===== config.mk =====
export PLATFORM = sky130hd
export DESIGN_NAME = bottle_fill_ctrl
export DESIGN_NICKNAME = d
export VERILOG_FILES = /design/src/rtl/bottle_pkg.sv /design/src/rtl/bottle_fill_ctrl_bcd2_counter.sv /design/src/rtl/bottle_fill_ctrl.sv
export SDC_FILE = /design/constraint.sdc
export NUM_CORES = 1
export LEC_CHECK = 0
export BUFFER_PORTS_ARGS = -buffer_cell sky130_fd_sc_hd__buf_4
export CORE_AREA = 2 2 94 96
export CTS_CLUSTER_SIZE = 12
export DETAILED_ROUTE_END_ITERATION = 8
export DIE_AREA = 0 0 96 98
export PLACE_DENSITY = 0.72
export SYNTH_ARGS = -nofsm -noshare
export SYNTH_HDL_FRONTEND = slang
export SYNTH_SLANG_ARGS = --single-unit
export TNS_END_PERCENT = 20

===== constraint.sdc =====
create_clock -name CLK -period 2.1 [get_ports CLK]
set_input_delay 0.21 -clock CLK [delete_from_list [all_inputs] [get_ports CLK]]
set_output_delay 0.21 -clock CLK [all_outputs]
set_load 0.05 [all_outputs]

===== src/rtl/bottle_pkg.sv =====
// Shared types and BCD helpers for the pill-bottling sequencer.
package bottle_pkg;

  typedef enum logic [2:0] {
    ST_IDLE,
    ST_DISPENSE,
    ST_GAP,
    ST_ADVANCE,
    ST_DONE,
    ST_ERR
  } state_e;

  typedef logic [3:0] bcd_t;

  localparam bcd_t BCD_MAX_DIGIT = 4'd9;
  localparam int   CNT_W         = 16;

  // Two-digit BCD increment; holds at 99 so the count can never leave BCD range.
  function automatic logic [7:0] bcd2_inc(input logic [7:0] v);
    bcd_t lo;
    bcd_t hi;
    lo = v[3:0];
    hi = v[7:4];
    if (lo == BCD_MAX_DIGIT && hi == BCD_MAX_DIGIT) begin
      return v;
    end
    if (lo >= BCD_MAX_DIGIT) begin
      lo = 4'd0;
      hi = hi + 4'd1;
    end else begin
      lo = lo + 4'd1;
    end
    return {hi, lo};
  endfunction

  function automatic logic cfg_valid(input logic [7:0] max_v, input logic [7:0] tgt_v);
    return (max_v[3:0] <= BCD_MAX_DIGIT) && (max_v[7:4] <= BCD_MAX_DIGIT) &&
           (tgt_v[3:0] <= BCD_MAX_DIGIT) && (tgt_v[7:4] <= BCD_MAX_DIGIT) &&
           (max_v != 8'h00) && (tgt_v != 8'h00);
  endfunction

endpackage


===== src/rtl/bottle_fill_ctrl_bcd2_counter.sv =====
// Two-digit BCD counter with synchronous clear (clear wins over increment).
module bcd2_counter
  import bottle_pkg::*;
(
  input  logic       clk_i,
  input  logic       rst_ni,
  input  logic       clr_i,
  input  logic       inc_i,
  output logic [7:0] val_o
);

  logic [7:0] val_q;
  logic [7:0] val_d;

  always_comb begin
    val_d = val_q;
    if (clr_i) begin
      val_d = 8'h00;
    end else if (inc_i) begin
      val_d = bcd2_inc(val_q);
    end
  end

  always_ff @(posedge clk_i or negedge rst_ni) begin
    if (!rst_ni) begin
      val_q <= 8'h00;
    end else begin
      val_q <= val_d;
    end
  end

  assign val_o = val_q;

endmodule


===== src/rtl/bottle_fill_ctrl.sv =====
// Pill-bottling sequencer: drops pills into a bottle up to a BCD count, then
// advances the conveyor, repeating until the target number of bottles is filled.
//
// state    | meaning
// IDLE     | waiting for start; EN_set clears counts
// DISPENSE | one-cycle pill drop strobe
// GAP      | idle spacing between consecutive pills
// ADVANCE  | conveyor driven to bring the next bottle
// DONE     | run complete, allFull asserted
// ERR      | invalid configuration, waits for EN_set
module bottle_fill_ctrl
  import bottle_pkg::*;
#(
  parameter int PILL_GAP    = 4,
  parameter int MOVE_CYCLES = 8
) (
  input  logic       CLK,
  input  logic       RST_N,
  input  logic       isWork,
  input  logic       EN_set,
  input  logic       start,
  input  logic       pause,
  input  logic [3:0] maxL,
  input  logic [3:0] maxH,
  input  logic [3:0] tgtL,
  input  logic [3:0] tgtH,
  output logic       pill_drop,
  output logic       conveyor_move,
  output logic [3:0] nowL,
  output logic [3:0] nowH,
  output logic [3:0] seqL,
  output logic [3:0] seqH,
  output logic       allFull,
  output logic       err
);

  state_e           state_q;
  logic [CNT_W-1:0] cnt_q;
  logic [7:0]       max_q;
  logic [7:0]       tgt_q;
  logic             pill_drop_q;
  logic             move_q;
  logic             full_q;
  logic             err_q;

  logic [7:0] pill_val;
  logic [7:0] seq_val;
  logic [7:0] pill_next;
  logic [7:0] seq_next;
  logic       run;
  logic       cnt_zero;
  logic       cfg_ok;
  logic       cnt_clear;
  logic       pill_clr;
  logic       pill_inc;
  logic       seq_clr;
  logic       seq_inc;

  // Count strobes are gated by run so that pause and !isWork leave counts untouched.
  always_comb begin
    run       = isWork && !pause;
    cnt_zero  = (cnt_q == '0);
    cfg_ok    = cfg_valid({maxH, maxL}, {tgtH, tgtL});
    pill_next = bcd2_inc(pill_val);
    seq_next  = bcd2_inc(seq_val);
    cnt_clear = 1'b0;
    if (state_q == ST_IDLE || state_q == ST_DONE) begin
      cnt_clear = EN_set || (start && cfg_ok);
    end else if (state_q == ST_ERR) begin
      cnt_clear = EN_set;
    end
    pill_clr = run && (cnt_clear || (state_q == ST_ADVANCE && cnt_zero));
    pill_inc = run && (state_q == ST_DISPENSE);
    seq_clr  = run && cnt_clear;
    seq_inc  = run && (state_q == ST_ADVANCE) && cnt_zero;
  end

  bcd2_counter u_pill_cnt (
    .clk_i  (CLK),
    .rst_ni (RST_N),
    .clr_i  (pill_clr),
    .inc_i  (pill_inc),
    .val_o  (pill_val)
  );

  bcd2_counter u_seq_cnt (
    .clk_i  (CLK),
    .rst_ni (RST_N),
    .clr_i  (seq_clr),
    .inc_i  (seq_inc),
    .val_o  (seq_val)
  );

  always_ff @(posedge CLK or negedge RST_N) begin
    if (!RST_N) begin
      state_q     <= ST_IDLE;
      cnt_q       <= '0;
      max_q       <= 8'h00;
      tgt_q       <= 8'h00;
      pill_drop_q <= 1'b0;
      move_q      <= 1'b0;
      full_q      <= 1'b0;
      err_q       <= 1'b0;
    end else if (!isWork) begin
      state_q     <= ST_IDLE;
      pill_drop_q <= 1'b0;
      move_q      <= 1'b0;
      full_q      <= 1'b0;
      err_q       <= 1'b0;
    end else if (pause) begin
      pill_drop_q <= 1'b0;
      move_q      <= 1'b0;
    end else begin
      pill_drop_q <= 1'b0;
      move_q      <= 1'b0;
      case (state_q)
        ST_IDLE, ST_DONE: begin
          if (EN_set) begin
            state_q <= ST_IDLE;
            full_q  <= 1'b0;
          end else if (start) begin
            max_q  <= {maxH, maxL};
            tgt_q  <= {tgtH, tgtL};
            full_q <= 1'b0;
            if (cfg_ok) begin
              state_q     <= ST_DISPENSE;
              pill_drop_q <= 1'b1;
            end else begin
              state_q <= ST_ERR;
              err_q   <= 1'b1;
            end
          end
        end
        ST_DISPENSE: begin
          if (pill_next == max_q) begin
            state_q <= ST_ADVANCE;
            cnt_q   <= CNT_W'(MOVE_CYCLES - 1);
            move_q  <= 1'b1;
          end else begin
            state_q <= ST_GAP;
            cnt_q   <= CNT_W'(PILL_GAP - 1);
          end
        end
        ST_GAP: begin
          if (cnt_zero) begin
            state_q     <= ST_DISPENSE;
            pill_drop_q <= 1'b1;
          end else begin
            cnt_q <= cnt_q - 1'b1;
          end
        end
        ST_ADVANCE: begin
          if (cnt_zero) begin
            if (seq_next == tgt_q) begin
              state_q <= ST_DONE;
              full_q  <= 1'b1;
            end else begin
              state_q     <= ST_DISPENSE;
              pill_drop_q <= 1'b1;
            end
          end else begin
            cnt_q  <= cnt_q - 1'b1;
            move_q <= 1'b1;
          end
        end
        ST_ERR: begin
          if (EN_set) begin
            state_q <= ST_IDLE;
            err_q   <= 1'b0;
          end
        end
        default: begin
          state_q <= ST_IDLE;
        end
      endcase
    end
  end

  assign pill_drop     = pill_drop_q;
  assign conveyor_move = move_q;
  assign allFull       = full_q;
  assign err           = err_q;
  assign nowL          = pill_val[3:0];
  assign nowH          = pill_val[7:4];
  assign seqL          = seq_val[3:0];
  assign seqH          = seq_val[7:4];

endmodule


==> results of run 1 <==
kinds of logic after synthesis:
group | count (synthesis) | share of synthesized area (%)
simple gates | 148 | 23.73
mux | 21 | 6.774
xor+xnor | 32 | 8.202
compound gates | 72 | 13.80
flops | 55 | 40.28
buf+inv | 26 | 3.186
fa+ha+maj | 11 | 4.028
power by group:
| group | switching [mW] | internal (mW) | total (mW) |
|---|---|---|---|
| clock | 0.364 | 0.476 | 0.840 |
| sequential | 0.155 | 1.24 | 1.39 |
| combinational | 0.663 | 0.680 | 1.34 |
| total | 1.18 | 2.40 | 3.58 |
critical path: stages, from the launching register on:
cell and delay (ns):
dfrtp_2 0.45, inv_2 0.08, ha_4 0.14, or3b_4 0.41, nand3_1 0.12, o21ai_0 0.15, xnor2_1 0.35, nor3_1 0.11
a41o_1 0.25, a32oi_1 0.19
flip-flops by register name (all words and copies together) (netlist names):
signal,cells
allFull,1
cnt_q,16
conveyor_move,1
err,1
max_q,8
pill_drop,1
state_q,3
tgt_q,8
u_pill_cnt.val_o,8
u_seq_cnt.val_o,8
cells in the mapped netlist, types with 4 or more instances:
master    instances
inv_1            13
xor2_1           13
nand2_1          22
o21ai_0          21
or3_1             4
nor3b_1           6
mux2i_1           4
a211oi_1          7
nand3_1           9
and2_1            5
nand2b_1          6
nor3_1           16
dfrtp_1          55
clkbuf_1          8
mux2_2           17
a21oi_1          15
nor2_1           43
or4_1             4
ha_1             11
nor4_1            6
nor2b_1           7
xnor2_1          19
stage by stage:
| step | worst slack, ns | instances |
|---|---|---|
| 2_1_floorplan | -0.1464 | 365 |
| 3_3_place_gp | -0.09953 | 563 |
| 3_5_place_dp | -0.1576 | 563 |
| 4_1_cts | -0.1625 | 572 |
| 5_1_grt | -0.3321 | 578 |
| 6_report | -0.2253 | 578 |
what timing repair did:
item	in CTS	in global routing
gates resized for setup	14	27
hold buffers	1	0
endpoints found under the setup margin	22	33
setup buffers	0	6
pin swaps	8	18
hold endpoints to repair	55	0
routing by layer:
metal,global-route usage [%],vias up,wire [um]
met1,26.54,1517,3885
li1,-,1515,-
met2,32.32,63,4509
met4,5.495,0,150
met5,0,-,0
met3,3.164,12,299
how the worst min path moves through the flow:
stage | start | depth (start not counted) | to | slack, ns
finish | tgtH[3] | 3 | tgt_q[7] | 0.12
floorplan | RST_N | 0 | allFull | -0.09
global placement | RST_N | 1 | u_seq_cnt.val_o[7] | 0.30
detailed placement | RST_N | 1 | u_seq_cnt.val_o[7] | 0.31
global route | tgtH[0] | 2 | tgt_q[4] | 0.13
CTS | tgtH[3] | 3 | tgt_q[7] | 0.11
area by class of cell:
type | instances | area share (%)
inverter | 13 | 1.039
sequential | 55 | 29.48
clock buffer | 5 | 1.465
clock inverter | 3 | 1.438
multi-input combinational | 284 | 45.49
timing repair buffer | 110 | 18.22
tap | 108 | 2.876
==> metrics.yaml, run 1 <==
final_layout:
  fillers: 752
  layout_commonest_cell: "buf_4"
  area.sequential_um2: 1385
  layout_common_cells: "buf_4, dfrtp_1, nor2_1"
  layout-drive-gt1-share_pct: 40.00
  design_area_um2: 4698
  final_util_pct: 55.50
  syn2layout_area_growth_pct: 37.50
  final_nets: 502
  multiInputGateArea_um2: 2137
  num_antenna_cells: 0
floorplanning:
  die_x_um: 96
  die_h_um: 98
  dieArea_um2: 9408
  coreArea_um2: 8466
  num_rows: 34
  ios: 42
  initial_core_util_pct: 40.36
route:
  routed_via_density: 5.375
  wl_per_cell_um: 15.30
  antenna_left: 0
  drt_iter0_markers: 136
  via_count: 3107
  drcViolationCount: 0
  routed_wl_mm: 8.845
  first_pass_iters: 4
outcome:
  violations: "negative setup slack"
  status: "complete, but fails checks"
logic_synthesis:
  yosys-top-cells-area: "dfrtp_1, mux2_2, xnor2_1, nor2_1, ha_1"
  synth_ff_type: "dfrtp_1"
  syn_nets: 398
  synth.avg_cell_area_um2: 9.362
  async_flop_share_pct: 100.0
  ys_seq_area_share_pct: 40.28
  syn_area_um2: 3417
  syn_inst: 365
  synth_edf_count: 0
  yosysWarnings: 0
  ys_ff_latch: 55
  synth_area_leader_cell: "dfrtp_1"
  synth.distinct_cells: 58
  synth_top_area_share_pct: 40.28
global_route:
  track_usage_pct: 19.63
  grt_pass1_wl_mm: 14.75
  grt_remaining_overflow: 0
  grt_max_degree: 56
  antenna_found_initial: 0
  grt_pass1_vias: 3114
timing:
  finalCritPeriodShare_pct: 110.7
  max_slew_margin_pct: 53.47
  final-hold-violation-count: 0
  finalSetupViolations: 11
  slew_violations: 0
  setup_tns_ns: -0.9248
  timing.hold.ws_ns: 0.1166
  setup_ws_ns: -0.2253
  fmax_ghz: 0.4300
  skew_ns: 0.008048
  period_minus_slack_ns: 2.325
  worstMarginPinSlew_ns: 0.6938
  rsz0062_at_grt: "true"
critical_path:
  critPathLaunch: "u_seq_cnt.val_o[0]"
  rr_worst_depth: 9
  critPathCapture: "state_q[0]"
  crit_path_end_kind: "flip-flop"
  crit_path_max_fanout: 3
  worstPathArrival_ns: 2.56
  reg2reg_from: "u_seq_cnt.val_o[0]"
  critPathLaunchType: "flip-flop"
  cp.required_ns: 2.34
  path_class: "reg2reg"
  ff2ff_setup_slack_ns: -0.23
  r2r-end: "state_q[0]"
cts:
  clkLatencyLatePin_ns: 0.31
  clkSlewWorstSetupHoldPaths_ns: 0.11
  clock_sinks: 55
  cts_root_buf: "clkbuf_8"
  cts_buffers: 5
  cts_htree_levels: 2
  cts_tree: "built"
  cts_buffer_depth: 2
placement:
  dpl_cell_area_um2: 4340
  routabilityCongestion: 0.9055
  place_hpwl_mm: 6.395
  numPortBuffers: 41
pwr:
  power_mw: 3.577
  power_per_cell_area_nw_per_um2: 761.4
  cellLeakagePower_nw: 2.113
  max-vdd-ir-drop_v: 0.0004623
min_path:
  hold_path.class: "in2reg"
job:
  cap_violations: 0
No activity file was read; power rests on OpenSTA's default activity.
==> run 2, diff against run 1 <==
Settings changed: ABC_AREA from default to 1, CORE_AREA 2 2 94 96 to 2 2 97 99, DIE_AREA 0 0 96 98 to 0 0 99 101, PLACE_DENSITY 0.72 to 0.71, SKIP_CTS_REPAIR_TIMING from default to 1.
==> run 2 against run 1 <==
Critical path type unchanged. Die area is 6.3% higher. Maximum frequency grew 16%. Power down 3.9%. The flow now finishes without violations. Clock power shrank 23%.
==> metrics.yaml, run 2 <==
outcome:
  status: "complete, no violations"
cts:
  cts_buffer_depth: 2
  clock_sinks: 55
  clkLatencyLatePin_ns: 0.31
  cts_tree: "built"
  clkSlewWorstSetupHoldPaths_ns: 0.11
  cts_htree_levels: 2
  cts_buffers: 5
  cts_root_buf: "clkbuf_8"
placement:
  routabilityCongestion: 0.9046
  numPortBuffers: 41
  pre_cts_slack_ns: 0.01443
  dpl_cell_area_um2: 4149
  place_hpwl_mm: 6.652
  dp.cells: 684
pwr:
  power_per_cell_area_nw_per_um2: 771.8
  cellLeakagePower_nw: 2.261
  max-vdd-ir-drop_v: 0.0002873
logic_synthesis:
  yosys-top-cells-area: "dfrtp_1, nand2_1, inv_1, nand3_1, nor2_1"
  syn_area_um2: 3642
  syn_nets: 560
  synth.distinct_cells: 34
  ys_seq_area_share_pct: 37.79
  synth_edf_count: 0
  async_flop_share_pct: 100.0
  ys_ff_latch: 55
  synth_area_leader_cell: "dfrtp_1"
  post-synth-top-count-cell: "nand2_1"
  synth.avg_cell_area_um2: 6.911
  syn_inst: 527
  yosysWarnings: 0
  synth_common_cells: "nand2_1, inv_1, dfrtp_1"
  synth_ff_type: "dfrtp_1"
  synth_top_area_share_pct: 37.79
route:
  routed_via_density: 5.075
  via_count: 3563
  met3_length_um: 366
  first_pass_iters: 5
  routed_wl_mm: 8.948
  drcViolationCount: 0
  wl_per_cell_um: 12.75
  drt_iter0_markers: 175
  antenna_left: 0
  wl_met1_mm: 4.026
  routed.top_layer: "met4"
  dr_wl_met2_mm: 4.360
global_route:
  grt_pass1_vias: 3335
  grt_pass1_wl_mm: 15.05
  grt_remaining_overflow: 0
  track_usage_pct: 18.12
  antenna_found_initial: 0
  grt_max_degree: 56
final_layout:
  largest_reg_flops: 16
  instances_no_fill: 702
  regMostFlops: "cnt_q"
  num_antenna_cells: 0
  design_area_um2: 4456
  final_nets: 623
  layout-drive-gt1-share_pct: 20.98
  layout_commonest_cell: "nand2_1"
  syn2layout_area_growth_pct: 22.33
  layout_common_cells: "nand2_1, inv_1, buf_4"
timing:
  timing.hold.ws_ns: 0.1677
  period_minus_slack_ns: 1.996
  finalCritPeriodShare_pct: 95.07
  setup_ws_ns: 0.1036
  finalSetupViolations: 0
  slew_violations: 0
  worstMarginPinSlew_ns: 0.7121
  rsz0062_at_grt: "true"
  final-hold-violation-count: 0
  max_slew_margin_pct: 52.53
  fmax_ghz: 0.5009
  skew_ns: 0.009301
min_path:
  hold_depth: 3
  hold_path.class: "in2reg"
  hold_end: "max_q[5]"
  min_from: "maxH[1]"
critical_path:
  path_class: "reg2reg"
  ff2ff_setup_slack_ns: 0.10
  crit_path_end_kind: "flip-flop"
  worstPathArrival_ns: 2.25
  cp.required_ns: 2.35
  r2r-end: "state_q[2]"
  crit_path_max_fanout: 3
  critPathLaunchType: "flip-flop"
  rr_worst_depth: 15
  reg2reg_from: "cnt_q[1]"
floorplanning:
  dieArea_um2: 9999
  die_h_um: 101
  die_x_um: 99
  coreArea_um2: 8977
  initial_core_util_pct: 40.57
  num_rows: 35
  ios: 42
job:
  cap_violations: 0
## run 2: final cells by class
| cell class | count | area [um2] |
|---|---|---|
| clock buffer | 6 | 82.58 |
| clock inverter | 2 | 16.27 |
| fill | 903 | 4522 |
| inverter | 82 | 315.3 |
| multi-input combinational | 383 | 2041 |
| sequential | 55 | 1383 |
| tap | 111 | 138.9 |
| timing repair buffer | 63 | 479.2 |
## run 2: worst max-delay path by stage
stage,from,endpoint,slack (ns),depth (start not counted)
2_1_floorplan,u_pill_cnt.val_o[0],state_q[0],-0.02,15
3_3_place_gp,cnt_q[1],u_seq_cnt.val_o[5],0.11,12
3_5_place_dp,cnt_q[1],u_seq_cnt.val_o[4],0.01,12
4_1_cts,cnt_q[1],u_seq_cnt.val_o[4],-0.03,12
5_1_grt,u_seq_cnt.val_o[1],state_q[0],-0.04,16
6_report,cnt_q[1],state_q[2],0.10,15
## run 2: per-layer routing
layer	GRT usage [%]	vias up
met5	0	-
met4	6.639	0
met3	2.497	16
met2	30.82	88
met1	23.55	1641
li1	-	1818
## run 2: where the power goes
part | switching [mW] | internal (mW)
clock | 0.373 | 0.271
sequential | 0.200 | 1.27
combinational | 0.826 | 0.504
total | 1.40 | 2.04
## run 2: critical path: stages, from the launching register on
cell,delay (ns)
dfrtp_1,0.40
inv_1,0.10
ha_4,0.15
nand2_2,0.08
nor2_4,0.12
nand3_2,0.08
nor3_4,0.22
buf_6,0.14
nor2_1,0.04
nand2_1,0.05
nand2_1,0.09
nor2_2,0.14
nand2_1,0.07
a21oi_2,0.13
nand2_1,0.07
nand2_1,0.05
## run 2: kinds of logic after synthesis
logic type,share of synthesized area [%]
buffers and inverters,9.446
adder cells (fa/ha/maj),3.779
XOR/XNOR,2.164
AO/OA/AOI/OAI,11.06
flip-flops,37.79
AND/OR/NAND/NOR,35.76
## run 2: per-stage QoR
stage	power, mW	TNS (ns)	utilization (%)
floorplan	2.341	-0.02093	-
global placement	2.659	0	46.22
detailed placement	2.702	0	46.22
CTS	3.353	-0.05560	47.32
global route	3.714	-0.1356	49.63
finish	3.439	0	49.63
==> run 3, diff against run 2 <==
Settings changed: CORE_AREA 2 2 97 99 to 2 2 93 95, DIE_AREA 0 0 99 101 to 0 0 95 97, PLACE_DENSITY 0.71 to 0.73.
Clock period 2.1 ns to 2.4 ns, I/O delays scaled along.
==> run 3 against run 2 <==
The flow now finishes with violations (negative hold slack). Sequential share of layout area increased by 2.0 points. Die area decreased by 7.8%. Power decreased by 17%. Critical endpoint is now state_q[0]. Via count decreased by 3.1%. Sequential cell count unchanged. Global-route usage increased by 0.98 points.
==> metrics.yaml, run 3 (synthesis results as in run 2) <==
placement:
  routabilityCongestion: 0.8952
  place_hpwl_mm: 6.359
  numPortBuffers: 41
  pre_cts_slack_ns: 0.2305
timing:
  worstMarginPinSlew_ns: 0.6922
  skew_ns: 0.01473
  slew_violations: 0
  fmax_ghz: 0.4618
  finalCritPeriodShare_pct: 90.23
  setup_tns_ns: 0
  finalSetupViolations: 0
  timing.hold.ws_ns: -0.03424
  rsz0062_at_grt: "false"
  setup_ws_ns: 0.2345
  final-hold-violation-count: 55
  max_slew_margin_pct: 53.85
  period_minus_slack_ns: 2.166
min_path:
  hold_path.class: "in2async"
route:
  drcViolationCount: 0
  drt_iter0_markers: 172
  routed_wl_mm: 8.260
  via_count: 3453
  wl_per_cell_um: 12.18
  first_pass_iters: 5
  antenna_left: 0
  routed_via_density: 5.093
pwr:
  power_per_cell_area_nw_per_um2: 685.7
  p_int_mw: 1.702
  cellLeakagePower_nw: 2.159
  p_sw_mw: 1.161
  p_sw_share_pct: 40.55
  power_mw: 2.864
  sequentialPowerShare_pct: 44.5
  power_frac_comb_pct: 36.3
  clock_power_share_pct: 19.2
  max-vdd-ir-drop_v: 0.0002815
cts:
  clock_sinks: 55
  cts_root_buf: "clkbuf_8"
  clkLatencyLatePin_ns: 0.31
  cts_htree_levels: 2
  cts_buffers: 5
  cts_buffer_depth: 2
  cts_tree: "built"
  clkSlewWorstSetupHoldPaths_ns: 0.12
outcome:
  status: "complete, but fails checks"
  violations: "negative hold slack"
critical_path:
  critPathLaunchType: "flip-flop"
  worstPathArrival_ns: 2.37
  crit_path_cell_trace: "inv_1 -> ha_1 -> nor2_2 -> nand2_1 -> nand2_2 -> nand2_1 -> nand3_1 -> nand2_1 -> nand2_1 -> nand2_1 -> nor2_2 -> nand3_1 -> nand2_1 -> nand3_1 -> nand2_1 -> nand2_1"
  crit_path_frequent_cell: "nand2_1"
  crit_path_end_kind: "flip-flop"
  crit_path_max_fanout: 6
  cpPeakStageDelay_ns: 0.44
  path_class: "reg2reg"
  crit_slowest_cell: "dfrtp_2"
  cp.required_ns: 2.60
floorplanning:
  initial_core_util_pct: 44.78
  num_rows: 33
  ios: 42
  coreArea_um2: 8134
  dieArea_um2: 9215
  die_x_um: 95
  die_h_um: 97
global_route:
  grt_pass1_wl_mm: 14.53
  grt_remaining_overflow: 0
  grt_max_degree: 56
  grt_pass1_vias: 3284
  antenna_found_initial: 0
  track_usage_pct: 19.10
final_layout:
  largest_reg_flops: 16
  regMostFlops: "cnt_q"
  layout_commonest_cell: "nand2_1"
  layout_common_cells: "nand2_1, inv_1, dfrtp_1"
  syn2layout_area_growth_pct: 14.67
  layout-drive-gt1-share_pct: 14.49
  num_antenna_cells: 0
  final_nets: 605
job:
  cap_violations: 0
[run 3: cell count changes in the layout (fill, tap and decap cells not counted), sizes merged]
cell / before / now
inv: 82 / 83
clkbuf: 6 / 5
dlygate4sd3: 1 / 0
buf: 62 / 45
[run 3: final cells by class]
| type | instances | area [um2] |
|---|---|---|
| Clock inverter | 3 | 27.53 |
| Timing Repair Buffer | 45 | 337.8 |
| Sequential cell | 55 | 1378 |
| Fill cell | 813 | 3958 |
| Clock buffer | 5 | 68.82 |
| Tap cell | 105 | 131.4 |
| Multi-Input combinational cell | 383 | 1924 |
| Inverter | 82 | 309.0 |
[run 3: power by group through the flow]
stage	Sequential (mW)	Clock, mW	Combinational (mW)
floorplan	1.35	0	0.695
global placement	1.28	0	1.01
global route	1.30	0.602	1.20
detailed placement	1.29	0	1.04
CTS	1.28	0.565	1.04
finish	1.27	0.551	1.04
[run 3: layer usage]
metal	global-route usage, %	vias to the layer above	share of wire (%)
li1	-	1785	-
met2	32.84	72	49
met3	2.570	4	4.0
met5	0	-	0
met1	25.80	1592	46
met4	3.122	0	0.50
[run 3: stage by stage]
step | std cells | util (%) | cell area, um2
finish | 678 | 51.35 | 4177
global route | 678 | 51.35 | 4177
CTS | 678 | 51.30 | 4173
detailed placement | 670 | 50.12 | 4076
global placement | 670 | 50.12 | 4076
floorplan | 527 | - | 3642
[run 3: path summary, 6_finish.rpt]
check / startpoint / endpoint / slack [ns] / cells after the start
max: u_seq_cnt.val_o[1] / state_q[0] / 0.23 / 16
min: RST_N / cnt_q[13] / -0.03 / 1
max reg2reg: u_seq_cnt.val_o[1] / state_q[0] / 0.23 / 16
min reg2reg: tgt_q[2] / tgt_q[2] / 0.52 / 2
max in group asynchronous: RST_N / u_seq_cnt.val_o[1] / 1.93 / 1
min in group CLK: maxH[2] / max_q[6] / 0.20 / 3
[run 3: critical path: cells and delay by family, from the launching register on]
family	cells	cell delay, ns
AND/OR/NAND/NOR	14	1.32
flip-flops	1	0.44
adder cells (fa/ha/maj)	1	0.22
buffers and inverters	1	0.08
